### src/rtl/fm_int_dec.sv
// fm_int_dec: routes one upstream request to target 0 or 1 by address MSB.
// Define FM_INT_DEC_TIMEOUT_EN to abort transfers that wait P_TIMEOUT cycles.
module fm_int_dec #(
    parameter int         P_ADR_WIDTH  = 10,
    parameter int         P_BE_WIDTH   = 4,
    parameter int         P_DATA_WIDTH = 32,
    parameter logic [7:0] P_TIMEOUT    = 8'd255
) (
    input  logic                    clk_core,
    input  logic                    rst_x,
    input  logic                    i_req,
    input  logic                    i_wr,
    input  logic [P_ADR_WIDTH-1:0]  i_adrs,
    input  logic [P_BE_WIDTH-1:0]   i_be,
    input  logic [P_DATA_WIDTH-1:0] i_wd,
    output logic                    o_ack,
    output logic                    o_rstr,
    output logic [P_DATA_WIDTH-1:0] o_rd,
    output logic                    o_timeout,
    output logic                    o_req0,
    output logic                    o_wr0,
    output logic [P_ADR_WIDTH-1:0]  o_adrs0,
    output logic [P_BE_WIDTH-1:0]   o_be0,
    output logic [P_DATA_WIDTH-1:0] o_wd0,
    input  logic                    i_ack0,
    input  logic                    i_rstr0,
    input  logic [P_DATA_WIDTH-1:0] i_rd0,
    output logic                    o_req1,
    output logic                    o_wr1,
    output logic [P_ADR_WIDTH-1:0]  o_adrs1,
    output logic [P_BE_WIDTH-1:0]   o_be1,
    output logic [P_DATA_WIDTH-1:0] o_wd1,
    input  logic                    i_ack1,
    input  logic                    i_rstr1,
    input  logic [P_DATA_WIDTH-1:0] i_rd1
);
    typedef enum logic [1:0] {IDLE, WAIT_ACK, WAIT_RDATA} state_t;
    state_t                  state;
    logic                    sel, wr, ack_q, to;
    logic [P_ADR_WIDTH-1:0]  adrs;
    logic [P_BE_WIDTH-1:0]   be;
    logic [P_DATA_WIDTH-1:0] wd;
    logic                    ack_sel, rstr_sel;
    logic [P_DATA_WIDTH-1:0] rd_sel;

    assign ack_sel  = sel ? i_ack1 : i_ack0;
    assign rstr_sel = sel ? i_rstr1 : i_rstr0;
    assign rd_sel   = sel ? i_rd1 : i_rd0;

`ifdef FM_INT_DEC_TIMEOUT_EN
    logic [7:0] cnt;
    always_ff @(posedge clk_core or negedge rst_x)
        if (!rst_x) cnt <= '0;
        else cnt <= (state == IDLE || (state == WAIT_ACK && ack_sel)) ? '0 : cnt + 8'd1;
    assign to = (cnt == P_TIMEOUT) &&
                (state == WAIT_ACK ? !ack_sel : state == WAIT_RDATA && !rstr_sel);
`else
    assign to = 1'b0;
`endif

    assign o_ack     = state == WAIT_ACK && (ack_sel || to);
    assign o_rstr    = !wr && (state == WAIT_ACK ? (ack_sel && rstr_sel) || to
                                                 : state == WAIT_RDATA && (rstr_sel || to));
    assign o_rd      = !o_rstr ? '0 : to ? P_DATA_WIDTH'(32'hDEAD_BEEF) : rd_sel;
    assign o_timeout = to;
    assign o_wr0     = wr;
    assign o_adrs0   = adrs;
    assign o_be0     = be;
    assign o_wd0     = wd;
    assign o_wr1     = wr;
    assign o_adrs1   = adrs;
    assign o_be1     = be;
    assign o_wd1     = wd;

    // ack_q blocks re-acceptance while upstream is still dropping i_req after an ack
    always_ff @(posedge clk_core or negedge rst_x)
        if (!rst_x) begin
            state  <= IDLE;
            sel    <= 1'b0;
            wr     <= 1'b0;
            adrs   <= '0;
            be     <= '0;
            wd     <= '0;
            o_req0 <= 1'b0;
            o_req1 <= 1'b0;
            ack_q  <= 1'b0;
        end else begin
            ack_q <= o_ack;
            case (state)
                IDLE: if (i_req && !ack_q) begin
                    sel    <= i_adrs[P_ADR_WIDTH-1];
                    wr     <= i_wr;
                    adrs   <= i_adrs;
                    be     <= i_be;
                    wd     <= i_wd;
                    o_req0 <= !i_adrs[P_ADR_WIDTH-1];
                    o_req1 <= i_adrs[P_ADR_WIDTH-1];
                    state  <= WAIT_ACK;
                end
                WAIT_ACK: if (ack_sel || to) begin
                    o_req0 <= 1'b0;
                    o_req1 <= 1'b0;
                    state  <= (ack_sel && !wr && !rstr_sel) ? WAIT_RDATA : IDLE;
                end
                WAIT_RDATA: if (rstr_sel || to) state <= IDLE;
                default: state <= IDLE;
            endcase
        end
endmodule

### config.mk
export PLATFORM = sky130hd
export DESIGN_NAME = fm_int_dec
export DESIGN_NICKNAME = d
export VERILOG_FILES = /design/src/rtl/fm_int_dec.sv
export SDC_FILE = /design/constraint.sdc
export NUM_CORES = 1
export LEC_CHECK = 0
export ABC_AREA = 1
export BUFFER_PORTS_ARGS = -buffer_cell sky130_fd_sc_hd__buf_2
export CORE_AREA = 2 2 98 100
export CTS_BUF_LIST = sky130_fd_sc_hd__clkbuf_4
export DETAILED_ROUTE_END_ITERATION = 10
export DIE_AREA = 0 0 100 102
export PLACE_DENSITY = 0.71
export SKIP_CTS_REPAIR_TIMING = 1
export SLEW_MARGIN = 20
export SYNTH_ARGS = -nofsm -noshare
export SYNTH_HDL_FRONTEND = slang
export SYNTH_SLANG_ARGS = --single-unit
### constraint.sdc
create_clock -name clk_core -period 2.3 [get_ports clk_core]
set_input_delay 0.23 -clock clk_core [delete_from_list [all_inputs] [get_ports clk_core]]
set_output_delay 0.23 -clock clk_core [all_outputs]
set_load 0.01 [all_outputs]
# Word level (Yosys, flattened, before mapping)
# Index checks and enable logic that the tools add are counted.
# op_classes
addsub,0
multipliers,0
div_mod_pow,0
magnitude_cmp,0
eq_ne,5
shifts,0
n_mux,15
bitwise_logic,0
n_reduce_logical,16
# op_table
cell,n
$mux 32,2
$mux 2,4
$logic_and 1x1->1,7
$mux 1,6
$ne 2x2->1 const B,3
$pmux 2 s3,1
$reduce_and 3->1,2
$logic_not 1->1,4
$pmux 1 s2,2
$eq 2x1->1 const B,1
$eq 2x2->1 const B,1
$logic_not 2->1,1
$reduce_and 2->1,1
$reduce_bool 2->1,1
# word_totals
regBits,53
latch_bits,0
ramBits,0
romBits,0
input_bits,118
elab_cells,45
n_memories,0

# Depth between registers and ports, before layout
# Gate-level depths: netlist of the first run.
# depth
ltp_word,6
ltp_mapped,9

# Worst setup path after synthesis of the first run
# Ideal clock, no wire load.
# synth_timing
path_type,reg-to-output
from,reg sel
to,out o_rd[22]
t_arrival_ns,1.176
required_time_ns,2.070
setup_slack_ns,0.894
stages_incl_launch_ff,10
path_cell_list,dfrtp_1 buf_6 inv_2 nand2_1 nand2_1 nand2_2 nand2_1 nand2_4 buf_6 nor2_2
# synth_via
elab_chain_len,5
word_cells_on_any_way,8
cone_classes,5 x mux; 3 x reduce/logical
# synth_lines
item,line_no,source
start: declaration,39,"logic sel, wr, ack_q, to;"
start signal: assignment,91,sel <= i_adrs[P_ADR_WIDTH-1];
$mux 1 (on tied branches),"47, 46",
$logic_and 1x1->1 (on tied branches),"63, 62",
$mux 1,62,assign o_rstr = !wr && (state == WAIT_ACK ? (ack_sel && rstr_sel) || to
$logic_and 1x1->1,62,
$mux 32 (*),64,assign o_rd = !o_rstr ? '0 : to ? P_DATA_WIDTH'(32'hDEAD_BEEF) : rd_sel;
end: declaration,18,"output logic [P_DATA_WIDTH-1:0] o_rd,"
# Every way passes the cells marked *; elsewhere a longest branch is shown, timed or not.

# Worst setup path after layout of the first run
# layout_timing
from,reg sel
to,out o_rd[1]
# The elaborated chain is that of the path after synthesis.

==> reports/qor.csv, run 1 <==
stage;metric;value;unit
outcome;status;complete, no violations;
synthesis;ys_types;19;
synthesis;syn_nets;473;
final_layout;antenna_cells;0;
critical_path;critPathKind;flop to primary output;
floorplanning;num_rows;35;
final_layout;area_growth;34.09;%
routing;drt_iter0_markers;73;
synthesis;synth.avg_cell_area;8.519;sq um
grt;antenna_found_initial;0;
sta;tns;0;ns
sta;clock.fmax;471.4;MHz
clock_tree;numCtsBuffers;5;
grt;overflow;0;
synthesis;ys_ff_latch;52;
floorplanning;start_util;33.20;%
power;powerDensity;1200;nW/um^2
floorplanning;die_y;102;um
sta;finalClockSkew;0.01113;ns
grt;grt_max_degree;61;
routing;final_antenna_net_count;0;
synthesis;yosys_warnings;0;
sta;finalMaxSlewViolations;0;
clock_tree;insertion_delay;0.35;ns
synthesis;syn_area;3024;sq um
final_layout;final_cell_mix;buf_2, nand2_1, inv_1, dfrtp_1, o21ai_0;
power;power;0.004867;W
critical_path;startpoint;sel;
final_layout;layout_commonest_cell;buf_2;
placed_design;io_buffers;247;
sta;post-route-period-util;92.22;%
min_path;min_path_type;input pin to flop;
synthesis;synthFlopType;dfrtp_1;
min_path;min_from;i_adrs[9];
sta;grt_setup_unrepaired;no;
sta;hold_violations;0;
power;leakage;2.525;nW
routing;wire_per_inst;11.87;um
critical_path;cp-end-kind;primary output;
clock_tree;cts_tree;built;
clock_tree;cts_sinks;52;
routing;via_per_inst;4.300;
job;drv_cap;0;
synthesis;ys_seq_area_share;43.03;%
routing;drc;0;
grt;grt_usage;13.98;%
critical_path;critical_path.startpoint_type;flop;
clock_tree;htreeDepth;2;
sta;min_period;2.121;ns
power;vdd_drop_max;584.2;uV
floorplanning;core-area;9109;sq um
synthesis;synth_edf_count;0;
placed_design;post_dp_cell_area;3956;sq um
routing;dr.pass1.iters;4;
floorplanning;die_area;10200;sq um
grt;grt_pass1_wl;11530;um
placed_design;gp_congestion;0.7667;
routing;num_vias;2838;
routing;routed_wl;7831;um
synthesis;postSynth.asyncResetShare;100.0;%
clock_tree;path_clk_slew;0.14;ns
critical_path;r2r-start;state[1];
critical_path;cp.required;2.07;ns
critical_path;path_max_fanout;30;
synthesis;syn_inst;355;
floorplanning;ios;249;
sta;finalSetupViolCount;0;
clock_tree;root_buffer;clkbuf_4;
placed_design;hpwl;6450;um
clock_tree;cts.path.max_buffers;2;
final_layout;finalNetCount;666;
final_layout;layout-drive-gt1-share;53.73;%
floorplanning;fp.dieW;100;um
sta;hold_ws;0.07130;ns
sta;worst_pin_slew;0.5594;ns
grt;grt_pass1_vias;2533;
final_layout;final_area;4055;sq um
sta;relSlewSlack;62.71;%
critical_path;arrival;1.89;ns
path summary, 6_finish.rpt:
check,end,slack (ns),cells past startpoint
max,o_rd[1],0.18,4
min,o_req0,0.07,2
max reg2reg,o_wd0[14],1.05,4
min reg2reg,o_wd0[30],0.52,2
max in group asynchronous,o_wd0[28],1.14,3
min in group asynchronous,o_adrs0[7],0.38,2
state kept, by name, summed over array words and instances (netlist names):
name / cells
state: 2
sel: 1
o_adrs0: 9
o_be0: 4
o_wd0: 32
ack_q: 1
o_req1: 1
o_req0: 1
o_wr0: 1
stage by stage:
stage | setup slack [ns] | utilization (%) | std cells
floorplan | 0.8941 | - | 355
global placement | 0.5722 | 43.43 | 651
detailed placement | 0.5452 | 43.43 | 651
CTS | 0.1186 | 44.31 | 659
global route | 0.03686 | 44.52 | 660
finish | 0.1788 | 44.52 | 660
critical path, cell delays in order (launching register included):
cell and delay (ns):
dfrtp_2 0.51, buf_4 0.45, mux2i_1 0.34, nor2_1 0.08, buf_2 0.14
kinds of logic after synthesis:
logic type | synth area share (%)
other | 0.1240
DFF | 43.03
muxes | 10.59
buffers and inverters | 22.38
and+or+nand+nor | 15.60
AOI/OAI and AO/OA | 8.275
power breakdown:
group	leakage, nW	internal (W)	total [W]	switching (W)
Clock	0.0456	0.000240	0.000513	0.000272
Combinational	1.83	0.00111	0.00267	0.00157
Sequential	0.645	0.00135	0.00168	0.000332
Total	2.53	0.00270	0.00487	0.00217
layer usage:
layer  share of wire (%)  track usage [%]  up-vias
li1                    -                -     1420
met1                  35            14.63     1264
met2                  53            27.03      141
met3                 9.4            3.488       13
met4                 2.2            5.163        0
met5                   0                0        -
cell usage after synthesis (5+ instances only):
| cell type | n | area share, % |
|---|---|---|
| buf_4 | 49 | 12 |
| inv_1 | 52 | 6.5 |
| nand2_1 | 58 | 7.2 |
| nor2_1 | 5 | 0.62 |
| nor2_2 | 30 | 6.2 |
| mux2i_1 | 32 | 11 |
| dfrtp_1 | 52 | 43 |
| o21ai_0 | 45 | 7.4 |
| buf_6 | 5 | 1.9 |
| clkbuf_1 | 8 | 0.99 |
cell type report:
type / instances / area, sq um
sequential: 52 / 1303
clock inverter: 2 / 35.03
inverter: 54 / 202.7
timing repair buffer: 252 / 1276
multi-input combinational: 183 / 1055
fill: 916 / 5054
tap: 111 / 138.9
clock buffer: 6 / 45.04
No activity file was read; power rests on OpenSTA's default activity.
==> run 2: changes to the inputs <==
--- a/config.mk
+++ b/config.mk
@@ -5,13 +5,12 @@
 export SDC_FILE = /design/constraint.sdc
 export NUM_CORES = 1
 export LEC_CHECK = 0
-export ABC_AREA = 1
 export BUFFER_PORTS_ARGS = -buffer_cell sky130_fd_sc_hd__buf_2
-export CORE_AREA = 2 2 98 100
+export CORE_AREA = 2 2 97 99
 export CTS_BUF_LIST = sky130_fd_sc_hd__clkbuf_4
 export DETAILED_ROUTE_END_ITERATION = 10
-export DIE_AREA = 0 0 100 102
-export PLACE_DENSITY = 0.71
+export DIE_AREA = 0 0 99 101
+export PLACE_DENSITY = 0.72
 export SKIP_CTS_REPAIR_TIMING = 1
 export SLEW_MARGIN = 20
 export SYNTH_ARGS = -nofsm -noshare
==> run 2 against run 1 <==
- via count is 1.3% higher
- synthesized cell count is 2.5% lower
- largest power group unchanged
- worst hold slack worse by 0.023 ns
- synthesized area is 2.1% lower
- sequential cell count stayed put
- clock power is 22% lower
- first-iteration DRC count is 41% lower
- count of clock-buffer cells in the layout stayed put
- largest cell class is now buffers
- die area is 2.0% lower
- wire length is 4.0% higher
- critical path depth is 2 higher
==> reports/qor.csv, run 2 <==
stage;metric;value;unit;change
outcome;status;complete, no violations;;
synthesis;ys_types;21;;+2
placed_design;hpwl;6869;um;+6.5%
grt;antenna_found_initial;0;;unchanged
clock_tree;cts_sinks;52;;unchanged
final_layout;layout-drive-gt1-share;50.28;%;-3.5 points
job;drv_cap;0;;unchanged
floorplanning;ios;249;;unchanged
synthesis;ys_seq_area_share;43.94;%;+0.91 points
floorplanning;start_util;32.99;%;-0.21 points
routing;routed_wl;8141;um;+4.0%
floorplanning;fp.dieW;99;um;-1.0%
power;power;0.005001;W;+2.7%
critical_path;cp-end-kind;primary output;;
synthesis;syn_area;2962;sq um;-2.1%
placed_design;io_buffers;247;;unchanged
critical_path;critPathBufInv;3;;+1
power;clockPowerShare;8.0;%;-2.5 points
grt;grt_usage;15.34;%;+1.4 points
sta;finalSetupViolCount;0;;unchanged
routing;drc;0;;unchanged
routing;drt_iter0_markers;43;;-41%
synthesis;yosysMostFrequentCell;nand2_1;;
synthesis;yosys_warnings;0;;unchanged
grt;grt_pass1_vias;2679;;+5.8%
power;powerDensity;1249;nW/um^2;+4.0%
sta;clock.fmax;469.6;MHz;-0.40%
clock_tree;cts_tree;built;;
final_layout;area_growth;35.23;%;
critical_path;critical_path.startpoint_type;flop;;
sta;tns;0;ns;unchanged
critical_path;r2r-start;state[1];;
sta;hold_ws;0.04821;ns;-0.02309 ns
clock_tree;root_buffer;clkbuf_4;;
critical_path;startpoint;sel;;
synthesis;synth_top_cell_area_share;43.94;%;+0.91 points
synthesis;yosys.area.top_type;dfrtp_1;;
final_layout;layout_commonest_cell;buf_2;;
power;power_switching;0.002286;W;+5.3%
grt;grt_max_degree;36;;-41%
sta;fin_ws;0.1704;ns;-0.008490 ns
floorplanning;die_y;101;um;-0.98%
floorplanning;core-area;8977;sq um;-1.4%
sta;hold_violations;0;;unchanged
placed_design;dp_cells;644;;-1.1%
power;seqPwrFrac;33.2;%;-1.3 points
final_layout;fin_cells;656;;-0.61%
final_layout;finalNetCount;662;;-0.60%
synthesis;syn_nets;464;;-1.9%
final_layout;antenna_cells;0;;unchanged
sta;worst_pin_slew;0.5632;ns;+0.003827 ns
critical_path;cp_cell_sequence;buf_4, mux2_2, nand2_1, buf_6, nor3_1, buf_2;;
grt;overflow;0;;unchanged
final_layout;largest_reg_flops;32;;unchanged
floorplanning;num_rows;35;;unchanged
critical_path;cpPeakStageDelay;0.41;ns;-0.10 ns
synthesis;syn_inst;346;;-2.5%
critical_path;cp.required;2.07;ns;about the same
clock_tree;path_clk_slew;0.16;ns;+0.02 ns
routing;wire_per_inst;12.41;um;+4.6%
synthesis;synth.avg_cell_area;8.560;sq um;+0.48%
sta;post-route-period-util;92.59;%;+0.37 points
min_path;min_path_type;input pin to flop;;
power;internal-power;0.002715;W;+0.73%
power;leakage;2.433;nW;-3.6%
critical_path;crit_path_top_delay_cell;dfrtp_2;;
final_layout;final_cell_mix;buf_2, nand2_1, dfrtp_1, mux2i_1, nor3_1;;
placed_design;gp_congestion;1.003;;+31%
routing;dr.pass1.iters;4;;unchanged
clock_tree;insertion_delay;0.36;ns;about the same
power;p_sw_share;45.71;%;+1.1 points
min_path;min_from;i_wd[10];;
synthesis;synth_edf_count;0;;unchanged
synthesis;postSynth.asyncResetShare;100.0;%;unchanged
synthesis;synthFlopType;dfrtp_1;;
critical_path;critPathKind;flop to primary output;;
power;p_comb_share;58.8;%;+3.9 points
grt;grt_pass1_wl;12430;um;+7.8%
synthesis;synth.area.top_cells;dfrtp_1, nand2_1, buf_4, mux2i_1, nor3_1;;
power;vdd_drop_max;591.7;uV;+1.3%
sta;min_period;2.130;ns;+0.008490 ns
sta;relSlewSlack;62.45;%;-0.26 points
routing;via_per_inst;4.383;;+1.9%
clock_tree;htreeDepth;2;;unchanged
critical_path;path_max_fanout;33;;+10%
critical_path;arrival;1.90;ns;about the same
placed_design;dp_slack;0.4850;ns;-0.06020 ns
clock_tree;numCtsBuffers;5;;unchanged
sta;finalClockSkew;0.02161;ns;+0.01049 ns
synthesis;synth.top_cells.by_count;nand2_1, buf_4, dfrtp_1;;
critical_path;crit_family;buffers and inverters;;
routing;num_vias;2875;;+1.3%
clock_tree;cts.path.max_buffers;2;;unchanged
sta;finalMaxSlewViolations;0;;unchanged
synthesis;ys_ff_latch;52;;unchanged
sta;grt_setup_unrepaired;no;;
routing;final_antenna_net_count;0;;unchanged
floorplanning;die_area;9999;sq um;-2.0%
-- run 2: cell types whose count changed in the layout (fill, tap and decap cells not counted), sizes merged, moves of 2 or more --
| cell | before | now |
|---|---|---|
| buf | 251 | 260 |
| inv | 54 | 1 |
| mux2 | 0 | 2 |
| nand2 | 60 | 142 |
| nand3 | 5 | 0 |
| nor2 | 35 | 2 |
| nor2b | 0 | 2 |
| nor3 | 0 | 32 |
| o21ai | 49 | 3 |
-- run 2: cell families after synthesis --
kind of cell    Yosys count  share of synthesized area, %
compound gates            6                         1.690
buf+inv                  71                         17.32
other cells               1                        0.1266
flops                    52                         43.94
simple gates            182                         25.35
mux                      34                         11.58
-- run 2: tightest hold or removal path, stage by stage --
cell and delay, ns:
buf_2 0.07, nand2_1 0.04, nand2_1 0.05
-- run 2: per-stage QoR --
step | util [%] | cell area, sq um
floorplan | - | 2962
global placement | 43.58 | 3913
detailed placement | 43.58 | 3913
CTS | 44.21 | 3969
global route | 44.61 | 4005
finish | 44.61 | 4005
-- run 2: area by class of cell --
type	count	area, sq um
repair buffers	261	1348
inverters	1	3.754
well taps	111	138.9
clock inverters	2	11.26
fillers	902	4972
flip-flops and latches	52	1303
multi-input cells	223	1156
clock buffers	6	45.04
-- run 2: power groups by stage --
| stage | logic, W | clock network [W] | registers [W] |
|---|---|---|---|
| after floorplan | 0.00209 | 0 | 0.00185 |
| after global placement | 0.00290 | 0 | 0.00166 |
| after detailed placement | 0.00295 | 0 | 0.00169 |
| after CTS | 0.00295 | 0.000429 | 0.00167 |
| after global routing | 0.00327 | 0.000460 | 0.00174 |
| final | 0.00294 | 0.000399 | 0.00166 |
-- run 2: metal layers --
| metal | global-route usage [%] | part of all wire [%] | up-vias |
|---|---|---|---|
| li1 | - | - | 1445 |
| met4 | 6.533 | 2.6 | 0 |
| met5 | 0 | 0 | - |
| met1 | 17.28 | 36 | 1262 |
| met2 | 28.85 | 53 | 152 |
| met3 | 2.080 | 7.6 | 16 |
-- run 2: worst paths after layout --
kind | end | slack [ns] | depth (start not counted)
worst max-delay path | o_rd[16] | 0.17 | 6
worst min-delay path | o_wd0[10] | 0.05 | 3
worst max register to register | o_wd0[23] | 0.58 | 4
worst min register to register | o_wd0[25] | 0.51 | 2
max in group asynchronous | o_wd0[22] | 1.13 | 3
min in group asynchronous | state[0] | 0.39 | 2
==> run 3: changes to the inputs <==
--- a/config.mk
+++ b/config.mk
@@ -7,10 +7,10 @@
 export LEC_CHECK = 0
 export BUFFER_PORTS_ARGS = -buffer_cell sky130_fd_sc_hd__buf_2
 export CORE_AREA = 2 2 97 99
-export CTS_BUF_LIST = sky130_fd_sc_hd__clkbuf_4
+export CTS_BUF_LIST = sky130_fd_sc_hd__clkbuf_2 sky130_fd_sc_hd__clkbuf_4 sky130_fd_sc_hd__clkbuf_8
 export DETAILED_ROUTE_END_ITERATION = 10
 export DIE_AREA = 0 0 99 101
-export PLACE_DENSITY = 0.72
+export PLACE_DENSITY = 0.77
 export SKIP_CTS_REPAIR_TIMING = 1
 export SLEW_MARGIN = 20
 export SYNTH_ARGS = -nofsm -noshare
==> run 3 against run 2 <==
- sequential power about the same
- combinational power decreased by 2%
- cell area increased by 0.53%
- worst setup slack got worse by 0.0075 ns
- cell count decreased by 0.91%
- clock skew decreased by 0.012 ns
- critical path depth decreased by 1
==> reports/qor.csv, run 3 (synthesis results as in run 2) <==
stage;metric;value;unit;change
critical_path;critPathKind;flop to primary output;;
routing;drt_iter0_markers;67;;+56%
final_layout;layout-drive-gt1-share;49.91;%;-0.37 points
grt;overflow;0;;unchanged
routing;via_per_inst;4.455;;+1.7%
final_layout;largest_reg_flops;32;;unchanged
placed_design;io_buffers;247;;unchanged
sta;finalSetupViolCount;0;;unchanged
critical_path;cp-end-kind;primary output;;
sta;fin_ws;0.1628;ns;-0.007512 ns
routing;routed_wl;8151;um;+0.12%
job;drv_cap;0;;unchanged
grt;met1_usage;17.03;%;-0.25 points
placed_design;post_dp_cell_area;3910;sq um;about the same
floorplanning;fp.dieW;99;um;unchanged
sta;worst_pin_slew;0.5600;ns;-0.003176 ns
floorplanning;ios;249;;unchanged
clock_tree;cts.path.max_buffers;2;;unchanged
grt;antenna_found_initial;0;;unchanged
critical_path;crit_family;flip-flops;;
power;leakage;2.440;nW;+0.27%
grt;met2_usage;28.38;%;-0.47 points
critical_path;reg2reg_slack;0.59;ns;about the same
final_layout;final_area;4026;sq um;+0.53%
routing;dr.pass1.iters;4;;unchanged
final_layout;layout_commonest_cell;buf_2;;
floorplanning;die_area;9999;sq um;unchanged
sta;finalMaxSlewViolations;0;;unchanged
grt;grt_max_degree;49;;+36%
outcome;status;complete, no violations;;
critical_path;crit_path_top_delay_cell;dfrtp_2;;
sta;finalClockSkew;0.009856;ns;-0.01176 ns
clock_tree;path_clk_slew;0.10;ns;-0.06 ns
placed_design;dp_slack;0.4915;ns;+0.006470 ns
critical_path;critical_path.startpoint_type;flop;;
critical_path;cp.required;2.07;ns;about the same
placed_design;hpwl;6723;um;-2.1%
sta;hold_violations;0;;unchanged
sta;post-route-period-util;92.92;%;+0.33 points
grt;grt_pass1_vias;2569;;-4.1%
clock_tree;cts_sinks;52;;unchanged
critical_path;arrival;1.91;ns;about the same
sta;min_period;2.137;ns;+0.007512 ns
critical_path;r2r-start;state[1];;
min_path;min_path_cells;3;;unchanged
clock_tree;numCtsBuffers;5;;unchanged
power;vdd_drop_max;482.6;uV;-18%
final_layout;antenna_cells;0;;unchanged
sta;relSlewSlack;62.66;%;+0.21 points
routing;wire_per_inst;12.54;um;+1.0%
final_layout;finalNetCount;657;;-0.76%
sta;tns;0;ns;unchanged
floorplanning;core-area;8977;sq um;unchanged
critical_path;cpPeakStageDelay;0.40;ns;about the same
final_layout;final_cell_mix;buf_2, nand2_1, dfrtp_1, mux2i_1, nor3_1;;
final_layout;area_growth;35.95;%;
grt;grt_usage;15.16;%;-0.17 points
routing;num_vias;2896;;+0.73%
critical_path;rr_worst_depth;4;;unchanged
power;powerDensity;1283;nW/um^2;+2.8%
grt;grt.met3_usage;2.288;%;+0.21 points
placed_design;gp_congestion;0.9030;;-10%
critical_path;cp_cell_sequence;mux2_2, a21oi_4, buf_12, nor3_1, buf_2;;
floorplanning;num_rows;35;;unchanged
sta;clock.fmax;467.9;MHz;-0.35%
floorplanning;start_util;32.99;%;unchanged
grt;grt_pass1_wl;12170;um;-2.1%
routing;drc;0;;unchanged
sta;grt_setup_unrepaired;no;;
critical_path;critPathBufInv;2;;-1
clock_tree;root_buffer;clkbuf_8;;
critical_path;path_max_fanout;20;;-39%
clock_tree;cts_tree;built;;
min_path;min_path_type;input pin to flop;;
min_path;min_from;i_wd[14];;
clock_tree;insertion_delay;0.30;ns;-0.06 ns
grt;grt-busiest-layer;met2;;
min_path;min_delay_worst_endpoint;o_wd0[14];;
clock_tree;htreeDepth;2;;unchanged
floorplanning;die_y;101;um;unchanged
routing;final_antenna_net_count;0;;unchanged
critical_path;timing.rr.end;o_req0;;
run 3: stage by stage:
stage | total power [W] | instances | hold slack (ns) | utilization [%]
floorplan | 0.003944 | 346 | -0.06559 | -
global placement | 0.004551 | 642 | 0.2432 | 43.55
detailed placement | 0.004631 | 642 | 0.2456 | 43.55
CTS | 0.005263 | 649 | -0.08577 | 44.74
global route | 0.005616 | 650 | 0.1087 | 44.85
finish | 0.005167 | 650 | 0.1162 | 44.85
run 3: layer usage:
metal / part of all wire, % / vias to the layer above
li1: - / 1438
met1: 37 / 1304
met4: 2.4 / 0
met3: 6.8 / 12
met5: 0 / -
met2: 54 / 142
run 3: worst max path at each step:
| stage | cells after the start | endpoint | start |
|---|---|---|---|
| after floorplan | 5 | o_rd[10] | sel |
| after global placement | 5 | o_rd[24] | sel |
| after detailed placement | 5 | o_rd[28] | sel |
| after CTS | 5 | o_rd[28] | sel |
| after global routing | 5 | o_rd[5] | sel |
| final | 5 | o_rd[28] | sel |
run 3: area by class of cell:
cell class              instances  area (sq um)
clock inverters                 1         30.03
multi-input cells             223          1156
inverters                       1         3.754
fillers                       895          4951
flip-flops and latches         52          1303
clock buffers                   6         76.32
repair buffers                256          1319
well taps                     111         138.9
run 3: worst register-to-register path: cells and delay by family (launching register included):
family | cells | cell delay, ns
AO/OA/AOI/OAI | 1 | 0.07
buffers and inverters | 1 | 0.26
AND/OR/NAND/NOR | 2 | 0.82
flip-flops | 1 | 0.44
run 3: power by group:
part | switching, W | internal, W | total, W
combinational | 0.00169 | 0.00120 | 0.00289
clock | 0.000281 | 0.000331 | 0.000613
sequential | 0.000312 | 0.00135 | 0.00166
total | 0.00228 | 0.00289 | 0.00517
